===== src/rtl/mouse_cursor.sv =====
// Converts PS/2 decoder accumulators into a screen-clamped cursor and queues
// change events in a small FIFO drained by CPU read strobes.
module mouse_cursor #(
    parameter int unsigned C_X_BITS     = 11,
    parameter int unsigned C_Y_BITS     = 11,
    parameter int unsigned C_Z_BITS     = 11,
    parameter int unsigned C_W          = 1024,
    parameter int unsigned C_H          = 768,
    parameter int unsigned C_FIFO_DEPTH = 8
) (
    input  logic                            clk,
    input  logic                            reset_n,
    input  logic                            resync,
    input  logic                            in_update,
    input  logic [C_X_BITS-1:0]             in_x,
    input  logic [C_Y_BITS-1:0]             in_y,
    input  logic [C_Z_BITS-1:0]             in_z,
    input  logic [2:0]                      in_btn,
    output logic [C_X_BITS-1:0]             cur_x,
    output logic [C_Y_BITS-1:0]             cur_y,
    output logic [2:0]                      cur_btn,
    input  logic                            rd,
    output logic [31:0]                     rd_data,
    output logic [$clog2(C_FIFO_DEPTH):0]   fifo_count
);

    localparam int unsigned PW = $clog2(C_FIFO_DEPTH);
    localparam int unsigned CW = PW + 1;
    localparam int unsigned XW = C_X_BITS + 2;
    localparam int unsigned YW = C_Y_BITS + 2;

    localparam logic signed [XW-1:0]       X_MAX = XW'(C_W - 1);
    localparam logic signed [YW-1:0]       Y_MAX = YW'(C_H - 1);
    localparam logic signed [C_Z_BITS-1:0] Z_MAX = C_Z_BITS'(7);
    localparam logic signed [C_Z_BITS-1:0] Z_MIN = C_Z_BITS'(-8);

    logic                primed_q, primed_d;
    logic [C_X_BITS-1:0] prev_x_q, prev_x_d;
    logic [C_Y_BITS-1:0] prev_y_q, prev_y_d;
    logic [C_Z_BITS-1:0] prev_z_q, prev_z_d;

    logic                s1_valid_q, s1_valid_d;
    logic [C_X_BITS-1:0] s1_dx_q, s1_dx_d;
    logic [C_Y_BITS-1:0] s1_dy_q, s1_dy_d;
    logic [C_Z_BITS-1:0] s1_dz_q, s1_dz_d;
    logic [2:0]          s1_btn_q, s1_btn_d;

    logic [C_X_BITS-1:0] cur_x_q, cur_x_d;
    logic [C_Y_BITS-1:0] cur_y_q, cur_y_d;
    logic [2:0]          cur_btn_q, cur_btn_d;

    logic                ovf_q, ovf_d;
    logic [PW-1:0]       wr_ptr_q, wr_ptr_d;
    logic [PW-1:0]       rd_ptr_q, rd_ptr_d;
    logic [CW-1:0]       count_q, count_d;
    logic [31:0]         mem_q [C_FIFO_DEPTH];

    logic                accept;
    logic signed [XW-1:0] nx_s;
    logic signed [YW-1:0] ny_s;
    logic [C_X_BITS-1:0] nx;
    logic [C_Y_BITS-1:0] ny;
    logic [3:0]          dz_sat;
    logic                push_req, push_ok, pop, full;
    logic [31:0]         push_word;

    // Stage 1: resync discards a coincident update and forces re-priming.
    always_comb begin
        accept     = in_update & ~resync;
        primed_d   = resync ? 1'b0 : (accept ? 1'b1 : primed_q);
        prev_x_d   = accept ? in_x : prev_x_q;
        prev_y_d   = accept ? in_y : prev_y_q;
        prev_z_d   = accept ? in_z : prev_z_q;
        s1_valid_d = accept;
        s1_dx_d    = (accept && primed_q) ? in_x - prev_x_q : '0;
        s1_dy_d    = (accept && primed_q) ? in_y - prev_y_q : '0;
        s1_dz_d    = (accept && primed_q) ? in_z - prev_z_q : '0;
        s1_btn_d   = accept ? in_btn : s1_btn_q;
    end

    // Stage 2: clamp the new position and saturate the wheel delta.
    always_comb begin
        nx_s = $signed({2'b00, cur_x_q}) + $signed({{2{s1_dx_q[C_X_BITS-1]}}, s1_dx_q});
        ny_s = $signed({2'b00, cur_y_q}) + $signed({{2{s1_dy_q[C_Y_BITS-1]}}, s1_dy_q});

        if (nx_s[XW-1])      nx = '0;
        else if (nx_s > X_MAX) nx = C_X_BITS'(C_W - 1);
        else                 nx = nx_s[C_X_BITS-1:0];

        if (ny_s[YW-1])      ny = '0;
        else if (ny_s > Y_MAX) ny = C_Y_BITS'(C_H - 1);
        else                 ny = ny_s[C_Y_BITS-1:0];

        if ($signed(s1_dz_q) > Z_MAX)      dz_sat = 4'b0111;
        else if ($signed(s1_dz_q) < Z_MIN) dz_sat = 4'b1000;
        else                               dz_sat = s1_dz_q[3:0];

        push_req = s1_valid_q && ((nx != cur_x_q) || (ny != cur_y_q) ||
                                  (s1_btn_q != cur_btn_q) || (dz_sat != 4'd0));
        pop      = rd && (count_q != '0);
        full     = (count_q == CW'(C_FIFO_DEPTH));
        push_ok  = push_req && (!full || pop);
        push_word = {1'b1, ovf_q, s1_btn_q, dz_sat, 11'(ny), 1'b0, 11'(nx)};

        cur_x_d   = s1_valid_q ? nx : cur_x_q;
        cur_y_d   = s1_valid_q ? ny : cur_y_q;
        cur_btn_d = s1_valid_q ? s1_btn_q : cur_btn_q;
    end

    // FIFO bookkeeping; a dropped push leaves a sticky overflow for the next accepted word.
    always_comb begin
        ovf_d    = ovf_q;
        wr_ptr_d = wr_ptr_q;
        rd_ptr_d = rd_ptr_q;
        count_d  = count_q;
        if (push_ok) begin
            ovf_d    = 1'b0;
            wr_ptr_d = wr_ptr_q + PW'(1);
        end else if (push_req) begin
            ovf_d = 1'b1;
        end
        if (pop) rd_ptr_d = rd_ptr_q + PW'(1);
        unique case ({push_ok, pop})
            2'b10:   count_d = count_q + CW'(1);
            2'b01:   count_d = count_q - CW'(1);
            default: count_d = count_q;
        endcase
    end

    always_ff @(posedge clk or negedge reset_n) begin
        if (!reset_n) begin
            primed_q   <= 1'b0;
            prev_x_q   <= '0;
            prev_y_q   <= '0;
            prev_z_q   <= '0;
            s1_valid_q <= 1'b0;
            s1_dx_q    <= '0;
            s1_dy_q    <= '0;
            s1_dz_q    <= '0;
            s1_btn_q   <= '0;
            cur_x_q    <= C_X_BITS'(C_W / 2);
            cur_y_q    <= C_Y_BITS'(C_H / 2);
            cur_btn_q  <= '0;
            ovf_q      <= 1'b0;
            wr_ptr_q   <= '0;
            rd_ptr_q   <= '0;
            count_q    <= '0;
        end else begin
            primed_q   <= primed_d;
            prev_x_q   <= prev_x_d;
            prev_y_q   <= prev_y_d;
            prev_z_q   <= prev_z_d;
            s1_valid_q <= s1_valid_d;
            s1_dx_q    <= s1_dx_d;
            s1_dy_q    <= s1_dy_d;
            s1_dz_q    <= s1_dz_d;
            s1_btn_q   <= s1_btn_d;
            cur_x_q    <= cur_x_d;
            cur_y_q    <= cur_y_d;
            cur_btn_q  <= cur_btn_d;
            ovf_q      <= ovf_d;
            wr_ptr_q   <= wr_ptr_d;
            rd_ptr_q   <= rd_ptr_d;
            count_q    <= count_d;
        end
    end

    always_ff @(posedge clk) begin
        if (push_ok) mem_q[wr_ptr_q] <= push_word;
    end

    assign cur_x      = cur_x_q;
    assign cur_y      = cur_y_q;
    assign cur_btn    = cur_btn_q;
    assign fifo_count = count_q;
    assign rd_data    = (count_q != '0) ? mem_q[rd_ptr_q] : 32'd0;

endmodule


===== config.mk =====
export PLATFORM = sky130hd
export DESIGN_NAME = mouse_cursor
export DESIGN_NICKNAME = d
export VERILOG_FILES = /design/src/rtl/mouse_cursor.sv
export SDC_FILE = /design/constraint.sdc
export NUM_CORES = 1
export LEC_CHECK = 0
export ABC_AREA = 0
export BUFFER_PORTS_ARGS = -buffer_cell sky130_fd_sc_hd__buf_4
export CAP_MARGIN = 25
export CORE_ASPECT_RATIO = 1.5
export CORE_UTILIZATION = 23
export CTS_CLUSTER_SIZE = 20
export DETAILED_ROUTE_END_ITERATION = 8
export GPL_ROUTABILITY_DRIVEN = 0
export SLEW_MARGIN = 5
export SYNTH_ARGS = -nofsm -noshare
export SYNTH_HDL_FRONTEND = slang
export SYNTH_SLANG_ARGS = --single-unit

===== constraint.sdc =====
create_clock -name clk -period 6.8 [get_ports clk]
set_input_delay 0.68 -clock clk [delete_from_list [all_inputs] [get_ports clk]]
set_output_delay 0.68 -clock clk [all_outputs]
set_load 0.1 [all_outputs]

==> impl_metrics.env, run 1 <==
export IMPL_cts_sinks=347
export IMPL_synth_area_leaders="edfxtp_1 (44%), dfrtp_1 (16%), mux4_2 (8.3%)"
export IMPL_synthesis_instances=1149
export IMPL_vias=9461
export IMPL_layout_drive_gt1_share=0.225
export IMPL_die_height_um=327
export IMPL_whs_ps=91.4
export IMPL_finalMaxSlewViolations=0
export IMPL_ys_ff_latch=347
export IMPL_swShare=0.454
export IMPL_io_pins=102
export IMPL_vdd_ir_drop_max_mv=0.363
export IMPL_drt_initial_drc_count=560
export IMPL_worst_path_dominant_cell_family="compound AO/OA/AOI/OAI gates"
export IMPL_drc=0
export IMPL_rows=118
export IMPL_cap_violations=0
export IMPL_hold_viol=0
export IMPL_p_sw_uw=4320
export IMPL_cp_slowest_stage_delay_ps=780
export IMPL_reg2reg_to="fifo_count[3]"
export IMPL_max_freq_ghz=0.180
export IMPL_cts_resized=0
export IMPL_yosysUniqueCellTypes=72
export IMPL_cts_setup_buffers=0
export IMPL_setup_viol=0
export IMPL_htreeDepth=2
export IMPL_cp_required_ps=7260
export IMPL_cts_made_buffers=35
export IMPL_cp_common_cell="a21oi_1"
export IMPL_initial_utilization=0.234
export IMPL_grt_pass1_vias=10200
export IMPL_clockBufferDepth=3
export IMPL_routed_wl_um=37500
export IMPL_path_cells="ha_1, inv_1, fa_1, nand2b_1, a211oi_2, o211a_1, or4b_1, nand3_1, a21oi_1, xnor2_1, nand4_1, o41ai_4, and2_1, ha_1, a21o_1, a21oi_1, nor4_1, a21oi_1, xnor2_1"
export IMPL_worst_pin_slew_ps=952
export IMPL_grt_pass1_wl_um=58600
export IMPL_yosysMostFrequentCell="edfxtp_1"
export IMPL_synth_top_area_frac=0.445
export IMPL_grt_setup_unrepaired="no"
export IMPL_num_antenna_cells=0
export IMPL_comb_power_share=0.462
export IMPL_port_buffers=100
export IMPL_worstSetupStartpointType="flip-flop"
export IMPL_slowest_stage="o41ai_4"
export IMPL_r2r_setup_slack_ps=1250
export IMPL_grt_max_degree=75
export IMPL_coreArea_um2=69400
export IMPL_utilization=0.279
export IMPL_worstPathArrival_ps=6010
export IMPL_clk_root_buffer_cell="clkbuf_16"
export IMPL_grt_overflow=0
export IMPL_synth_async_reset_ratio=0.308
export IMPL_dr_pass1_iters=5
export IMPL_sequentialPowerShare=0.325
export IMPL_critPathBufInv=1
export IMPL_synthTopCellsByCount="edfxtp_1 (240), dfrtp_1 (104), nor2_1 (104), inv_1 (66)"
export IMPL_grt_usage=0.106
export IMPL_yosysTopAreaCell="edfxtp_1"
export IMPL_fin_crit_sh=0.817
export IMPL_synth_area_per_cell_um2=14.1
export IMPL_hold_path_class="input port to asynchronous set/reset pin"
export IMPL_min_period_ps=5550
export IMPL_skew_ps=24.6
export IMPL_wire_per_inst_um=17.1
export IMPL_outcome="complete, no violations"
export IMPL_cts_tree="done"
export IMPL_cellPowerDensity_nw_per_um2=491
export IMPL_dp_cells=2129
export IMPL_synth_edf_count=240
export IMPL_yosysWarnings=0
export IMPL_hpwl_um=25800
export IMPL_holdBufCountCts=0
export IMPL_ys_flop_type="edfxtp_1"
export IMPL_clock_latency_ps=540
export IMPL_antenna_found_initial=0
export IMPL_layout_area_overhead_vs_synth_pct=19.5
export IMPL_die_w_um=219
export IMPL_intPower_uw=5190
export IMPL_final_antenna_net_count=0
export IMPL_r2r_start="cur_x[0]"
export IMPL_vias_per_cell=4.31
export IMPL_p_leak_uw=0.00736
export IMPL_die_area_um2=71500
export IMPL_ys_seq_area_frac=0.610
export IMPL_stdcell_count=2195
export IMPL_critical_path_peak_fanout=15
export IMPL_critPathKind="flip-flop to flip-flop"
export IMPL_cts_clk_slew_worst_paths_ps=60
export IMPL_final_nets=1373
export IMPL_synth_area_um2=16200
export IMPL_setup_tns_ps=0
export IMPL_p_clk_frac=0.212
export IMPL_r2r_cells=19
export IMPL_cp_end_kind="flip-flop"
export IMPL_relSlewSlack=0.366
cells in the final DEF (no fill, tap or decap), drive strengths merged, types with 10 or more instances in the layout:
master | synthesis | layout
mux4 | 60 | 60
clkbuf | 33 | 46
nor2 | 106 | 106
a21oi | 46 | 46
mux2 | 33 | 33
mux2i | 34 | 34
xnor2 | 42 | 42
buf | 17 | 116
nand2 | 61 | 61
dfrtp | 104 | 104
nor4 | 13 | 13
inv | 66 | 68
ha | 58 | 58
o21ai | 51 | 51
edfxtp | 240 | 240
conb | 1 | 17
xor2 | 17 | 17
a211oi | 10 | 10
o21bai | 18 | 18
area by class of cell:
class	count	area [µm²]
Clock buffer	46	938
Clock inverter	18	262
Fill cell	7022	50000
Inverter	66	248
Multi-Input combinational cell	702	5970
Sequential cell	347	9900
Tap cell	900	1130
Timing Repair Buffer	116	921
worst max path at each step:
stage          depth (start not counted)            end  startpoint
2_1_floorplan                         16    mem_q[3][0]    cur_y[0]
6_report                              19  fifo_count[3]    cur_x[0]
4_1_cts                               19  fifo_count[3]    cur_x[0]
5_1_grt                               19  fifo_count[3]    cur_y[0]
3_3_place_gp                          19  fifo_count[3]    cur_x[0]
3_5_place_dp                          19  fifo_count[3]    cur_x[0]
flip-flops by register name, indices dropped and copies added, names as in the netlist:
name        count
cur_btn         3
cur_x          11
cur_y          11
fifo_count      4
mem_q         240
ovf_q           1
prev_x_q       11
prev_y_q       11
prev_z_q       11
primed_q        1
rd_ptr_q        3
s1_btn_q        3
s1_dx_q        11
s1_dy_q        11
s1_dz_q        11
s1_valid_q      1
wr_ptr_q        3
stage by stage:
stage | power [µW] | cell area, µm² | setup WS (ps)
2_1_floorplan | 6430 | 16300 | 77.5
3_3_place_gp | 7550 | 18100 | 1270
3_5_place_dp | 7620 | 18100 | 1240
4_1_cts | 9660 | 19300 | 1190
5_1_grt | 9960 | 19400 | 752
6_report | 9510 | 19400 | 1250
routing by layer:
layer	track usage	wire (µm)
met1	0.123	15200
met4	0.0361	1140
met5	0	0
met2	0.192	19500
met3	0.0204	1690
logic make-up after synthesis:
| family | Yosys count | synth area share |
|---|---|---|
| adder cells (fa/ha/maj) | 64 | 0.0522 |
| AO/OA/AOI/OAI | 181 | 0.0743 |
| AND/OR/NAND/NOR | 254 | 0.0750 |
| multiplexers | 127 | 0.127 |
| flip-flops | 347 | 0.610 |
| buffers and inverters | 116 | 0.0283 |
| XOR/XNOR | 59 | 0.0324 |
| other | 1 | 0.000231 |
power by group through the flow:
stage | Clock [µW] | Sequential (µW) | Combinational [µW]
2_1_floorplan | 0 | 3460 | 2970
4_1_cts | 2080 | 3110 | 4470
3_5_place_dp | 0 | 3150 | 4470
6_report | 2020 | 3090 | 4400
3_3_place_gp | 0 | 3130 | 4420
5_1_grt | 2140 | 3150 | 4670
Note: power is estimated with default switching activity, not from simulation.
==> run 2: changes to the inputs <==
==> constraint.sdc (replaced) <==
create_clock -name clk -period 5 [get_ports clk]
set_input_delay 0.5 -clock clk [delete_from_list [all_inputs] [get_ports clk]]
set_output_delay 0.5 -clock clk [all_outputs]
set_load 0.1 [all_outputs]
==> run 2 against run 1 <==
Net effect:
- clock power grew 23%
- sequential power grew 38%
- total power grew 35%
- global-route usage grew 0.058 points
- final cell count grew 1.0%
- die area is the same
- fmax grew 15%
- critical endpoint unchanged
- sequential cell count is the same
==> impl_metrics.env, run 2 (same netlist as run 1, synthesis figures left out) <==
export IMPL_worst_pin_slew_ps=952
export IMPL_setup_viol=0
export IMPL_grt_pass1_vias=10100
export IMPL_vias_per_cell=4.30
export IMPL_relSlewSlack=0.366
export IMPL_reg2reg_to="fifo_count[3]"
export IMPL_skew_ps=33.0
export IMPL_clk_root_buffer_cell="clkbuf_16"
export IMPL_cts_sinks=347
export IMPL_dr_pass1_iters=5
export IMPL_hold_depth=2
export IMPL_p_leak_uw=0.00744
export IMPL_regMostFlops="mem_q"
export IMPL_grt_overflow=0
export IMPL_r2r_cells=19
export IMPL_num_antenna_cells=0
export IMPL_coreArea_um2=69400
export IMPL_min_period_ps=4810
export IMPL_min_delay_start="resync"
export IMPL_setup_tns_ps=0
export IMPL_drt_initial_drc_count=440
export IMPL_post_place_ws_ps=101
export IMPL_hold_viol=0
export IMPL_gr_usage_met1=0.122
export IMPL_grt_usage=0.107
export IMPL_rows=118
export IMPL_fill_cells=6986
export IMPL_cts_clk_slew_worst_paths_ps=60
export IMPL_timing_final_ws_setup_ps=191
export IMPL_drc=0
export IMPL_max_freq_ghz=0.208
export IMPL_clock_latency_ps=540
export IMPL_critical_path_peak_fanout=9
export IMPL_final_cell_mix="edfxtp_1 (240), buf_4 (128), nor2_1 (103), dfrtp_1 (90), inv_1 (66)"
export IMPL_cts_made_buffers=35
export IMPL_grt_pass1_wl_um=58600
export IMPL_final_antenna_net_count=0
export IMPL_io_pins=102
export IMPL_htreeDepth=2
export IMPL_cellPowerDensity_nw_per_um2=658
export IMPL_hold_path_class="input port to flip-flop"
export IMPL_grt_busiest_layer="met2"
export IMPL_worstPathArrival_ps=5250
export IMPL_final_common_cell="edfxtp_1"
export IMPL_routed_wl_um=38000
export IMPL_worstSetupStartpointType="flip-flop"
export IMPL_cp_end_kind="flip-flop"
export IMPL_groute_layer_met3_usage=0.0231
export IMPL_vias=9542
export IMPL_initial_utilization=0.234
export IMPL_final_nets=1396
export IMPL_stdcell_count=2218
export IMPL_dp_cells=2148
export IMPL_cap_violations=0
export IMPL_utilization=0.282
export IMPL_grt_max_degree=68
export IMPL_outcome="complete, no violations"
export IMPL_critPathKind="flip-flop to flip-flop"
export IMPL_layout_area_overhead_vs_synth_pct=20.7
export IMPL_hpwl_um=26200
export IMPL_port_buffers=100
export IMPL_r2r_setup_slack_ps=190
export IMPL_r2r_start="cur_y[0]"
export IMPL_vdd_ir_drop_max_mv=0.462
export IMPL_die_area_um2=71500
export IMPL_finalMaxSlewViolations=0
export IMPL_cts_tree="done"
export IMPL_use_met2=0.192
export IMPL_wire_per_inst_um=17.1
export IMPL_antenna_found_initial=0
export IMPL_holdPathEnd="primed_q"
export IMPL_die_w_um=219
export IMPL_fin_crit_sh=0.962
export IMPL_whs_ps=146
export IMPL_layout_drive_gt1_share=0.250
export IMPL_die_height_um=327
export IMPL_clockBufferDepth=3
export IMPL_cp_required_ps=5440
export IMPL_largest_reg_flops=240
==> run 2: cell count changes in the layout (fill, tap and decap cells not counted), sizes merged <==
cell	before	now
buf	116	138
dlygate4sd3	0	1
clkinv	9	11
bufinv	6	0
clkbuf	46	50
==> run 2: how the worst max path moves through the flow <==
stage                         from       endpoint  slack [ps]  cells past startpoint
after floorplan           cur_y[7]    mem_q[5][0]         0.1                     14
after global placement    cur_x[0]  fifo_count[3]         120                     20
after detailed placement  cur_x[0]  fifo_count[3]         100                     20
after CTS                 cur_x[0]  fifo_count[3]          50                     20
after global routing      cur_y[0]  fifo_count[3]         -10                     19
final                     cur_y[0]  fifo_count[3]         190                     19
==> run 2: where the power goes <==
| group | internal (µW) | total (µW) | switching, µW | leakage, µW |
|---|---|---|---|---|
| sequential | 3730 | 4260 | 531 | 0.00352 |
| combinational | 1810 | 6130 | 4320 | 0.00339 |
| clock | 1380 | 2480 | 1100 | 0.000527 |
| total | 6920 | 12900 | 5950 | 0.00744 |
==> run 2: critical path, cell delays in order (launching register included) <==
cell and delay (ps):
dfrtp_4 470, ha_1 190, inv_1 60, fa_1 390, nand2b_1 230, a21oi_4 240, o21ai_0 140, a211oi_2 270
o21a_2 310, a31oi_1 100, o32ai_1 440, o311ai_2 230, o41ai_4 500, and2_1 210, ha_1 230, a21o_1 170
a21oi_1 170, nor4_1 60, a21oi_1 180, xnor2_1 150
==> run 2: cell type report <==
cell class | count | area [µm²] | share of cell area
Clock buffer | 50 | 973 | 0.0498
Clock inverter | 14 | 100 | 0.00512
Inverter | 66 | 248 | 0.0127
Multi-Input combinational cell | 702 | 6050 | 0.309
Sequential cell | 347 | 9920 | 0.507
Tap cell | 900 | 1130 | 0.0576
Timing Repair Buffer | 139 | 1150 | 0.0588
==> run 2: layer usage <==
metal,wire (µm),vias to the layer above
met3,1870,54
met5,0,-
met1,15500,4757
met2,19500,180
met4,1080,0
li1,-,4551
==> run 2: through the flow <==
step	power, µW	cell area (µm²)
floorplan	8780	16300
global placement	10400	18400
detailed placement	10500	18400
CTS	13000	19500
global route	13500	19600
finish	12900	19600
==> run 2: timing repair <==
action	in CTS	in global routing
endpoints found under the setup margin	0	209
resized for setup	0	9
hold buffers	1	0
endpoints found under the hold margin	40	0
setup buffers	0	3
==> run 3: changes to the inputs <==
--- a/config.mk
+++ b/config.mk
@@ -8,12 +8,16 @@
 export ABC_AREA = 0
 export BUFFER_PORTS_ARGS = -buffer_cell sky130_fd_sc_hd__buf_4
 export CAP_MARGIN = 25
+export CELL_PAD_IN_SITES_DETAIL_PLACEMENT = 2
+export CELL_PAD_IN_SITES_GLOBAL_PLACEMENT = 2
 export CORE_ASPECT_RATIO = 1.5
 export CORE_UTILIZATION = 23
 export CTS_CLUSTER_SIZE = 20
 export DETAILED_ROUTE_END_ITERATION = 8
 export GPL_ROUTABILITY_DRIVEN = 0
+export PLACE_DENSITY_LB_ADDON = 0.1
 export SLEW_MARGIN = 5
 export SYNTH_ARGS = -nofsm -noshare
 export SYNTH_HDL_FRONTEND = slang
 export SYNTH_SLANG_ARGS = --single-unit
+export TNS_END_PERCENT = 50
==> run 3 against run 2 <==
Net effect:
- total power up 6.8%
- critical path depth up 1
- sequential cell count unchanged
- largest cell class unchanged
- sequential share of layout area down 1.3 points
- count of clock-buffer cells in the layout down 4
- worst setup slack better by 27 ps
- via count up 5.1%
- routed wire length up 28%
- register-to-register slack better by 30 ps
- fmax up 0.57%
- largest power group unchanged
- worst hold slack worse by 41 ps
- clock power up 23%
==> impl_metrics.env, run 3 (same netlist as run 1, synthesis figures left out) <==
export IMPL_relSlewSlack=0.346
export IMPL_max_freq_ghz=0.209
export IMPL_layout_drive_gt1_share=0.273
export IMPL_cts_clk_slew_worst_paths_ps=60
export IMPL_clockBufferDepth=3
export IMPL_antenna_found_initial=1
export IMPL_cts_sinks=347
export IMPL_vdd_ir_drop_max_mv=0.612
export IMPL_dr_pass1_iters=4
export IMPL_worst_pin_slew_ps=982
export IMPL_routed_wl_um=48500
export IMPL_rows=118
export IMPL_die_area_um2=71500
export IMPL_grt_pass1_wl_um=73900
export IMPL_initial_utilization=0.234
export IMPL_clock_latency_ps=570
export IMPL_utilization=0.289
export IMPL_final_nets=1432
export IMPL_drc=0
export IMPL_whs_ps=105
export IMPL_swShare=0.458
export IMPL_skew_ps=25.6
export IMPL_min_delay_start="resync"
export IMPL_cp_required_ps=5480
export IMPL_io_pins=102
export IMPL_grt_setup_unrepaired="yes"
export IMPL_largest_reg_flops=240
export IMPL_r2r_setup_slack_ps=220
export IMPL_wire_per_inst_um=21.5
export IMPL_die_w_um=219
export IMPL_p_leak_uw=0.00772
export IMPL_clk_root_buffer_cell="clkbuf_16"
export IMPL_die_height_um=327
export IMPL_post_place_ws_ps=-19.6
export IMPL_drt_initial_drc_count=291
export IMPL_critPathBufInv=2
export IMPL_r2r_cells=20
export IMPL_hold_depth=2
export IMPL_grt_overflow=0
export IMPL_intPower_uw=7440
export IMPL_fin_crit_sh=0.956
export IMPL_vias_per_cell=4.44
export IMPL_cts_made_buffers=40
export IMPL_p_sw_uw=6300
export IMPL_hpwl_um=34000
export IMPL_reg2reg_to="fifo_count[3]"
export IMPL_gr_usage_met1=0.155
export IMPL_sequentialPowerShare=0.300
export IMPL_cp_slowest_stage_delay_ps=580
export IMPL_cp_end_kind="flip-flop"
export IMPL_stdcell_count=2260
export IMPL_worst_path_dominant_cell_family="compound AO/OA/AOI/OAI gates"
export IMPL_final_cell_mix="edfxtp_1 (240), buf_4 (158), nor2_1 (103), dfrtp_1 (90), inv_1 (66)"
export IMPL_min_period_ps=4780
export IMPL_outcome="complete, no violations"
export IMPL_cp_startpoint="cur_y[0]"
export IMPL_worstSetupStartpointType="flip-flop"
export IMPL_hold_viol=0
export IMPL_layout_area_overhead_vs_synth_pct=23.9
export IMPL_critical_path_peak_fanout=6
export IMPL_dp_cells=2182
export IMPL_final_antenna_net_count=0
export IMPL_groute_layer_met3_usage=0.0284
export IMPL_htreeDepth=2
export IMPL_grt_busiest_layer="met2"
export IMPL_port_buffers=100
export IMPL_use_met2=0.256
export IMPL_worstPathArrival_ps=5260
export IMPL_path_cells="ha_1, inv_1, fa_1, nand2b_1, a21oi_4, or4_1, nand4_2, or2_1, buf_4, a31oi_1, xnor2_1, nand4_1, o41ai_4, and2_4, ha_1, a21o_1, a21oi_1, nor4_1, a21oi_1, xnor2_1"
export IMPL_cap_violations=0
export IMPL_setup_viol=0
export IMPL_critPathKind="flip-flop to flip-flop"
export IMPL_final_common_cell="edfxtp_1"
export IMPL_r2r_start="cur_y[0]"
export IMPL_grt_usage=0.139
export IMPL_hold_path_class="input port to flip-flop"
export IMPL_comb_power_share=0.478
export IMPL_coreArea_um2=69400
export IMPL_holdPathEnd="primed_q"
export IMPL_timing_final_ws_setup_ps=218
export IMPL_fill_cells=7384
export IMPL_slowest_stage="o41ai_4"
export IMPL_grt_max_degree=43
export IMPL_regMostFlops="mem_q"
export IMPL_p_clk_frac=0.222
export IMPL_grt_pass1_vias=11500
export IMPL_cts_tree="done"
export IMPL_finalMaxSlewViolations=0
export IMPL_vias=10000
export IMPL_cellPowerDensity_nw_per_um2=685
==> run 3: per-layer routing <==
layer	vias up	wire length [µm]
met5	-	11
met4	2	1720
met3	73	1900
met2	161	25900
met1	5172	19000
li1	4617	-
==> run 3: stage by stage <==
stage | TNS, ps | instance area (µm²) | power (µW)
after floorplan | 0 | 16300 | 8780
after global placement | -15.3 | 18600 | 10800
after detailed placement | -19.6 | 18600 | 10900
after CTS | 0 | 20000 | 14100
after global routing | -80.7 | 20100 | 14500
final | 0 | 20100 | 13700
==> run 3: cell type report <==
class / count / area, µm² / area share
repair buffers: 169 / 1380 / 0.0687
inverters: 66 / 248 / 0.0123
clock buffers: 46 / 1020 / 0.0510
multi-input cells: 703 / 6060 / 0.302
clock inverters: 27 / 317 / 0.0158
well taps: 900 / 1130 / 0.0561
diodes: 2 / 5.00 / 0.000249
flip-flops and latches: 347 / 9910 / 0.494
==> run 3: how the worst max path moves through the flow <==
stage | endpoint | cells after the start
6_report | fifo_count[3] | 20
3_3_place_gp | fifo_count[3] | 17
4_1_cts | fifo_count[3] | 17
2_1_floorplan | mem_q[5][0] | 14
3_5_place_dp | fifo_count[3] | 19
5_1_grt | fifo_count[3] | 20
==> run 3: power groups by stage <==
stage	registers, µW	clock network, µW	logic, µW
global route	4180	3270	7020
finish	4120	3050	6570
global placement	4180	0	6660
detailed placement	4210	0	6720
CTS	4150	3200	6740
floorplan	4720	0	4060
==> run 3: worst register-to-register path: cells and delay by family, from the launching register on <==
family | cells | cell delay (ps)
AOI/OAI and AO/OA | 6 | 1680
xor gates and xnor gates | 2 | 300
adders and majority gates | 3 | 800
buffers and inverters | 2 | 220
DFF | 1 | 410
and+or+nand+nor | 7 | 1310
==> run 3: timing repair <==
| action | CTS | global route |
|---|---|---|
| pin swaps | 1 | 3 |
| gates cloned | 0 | 1 |
| endpoints found under the hold margin | 27 | 0 |
| setup buffers | 0 | 0 |
| resized for setup | 5 | 4 |
| hold buffers | 1 | 0 |
| endpoints found under the setup margin | 1 | 13 |
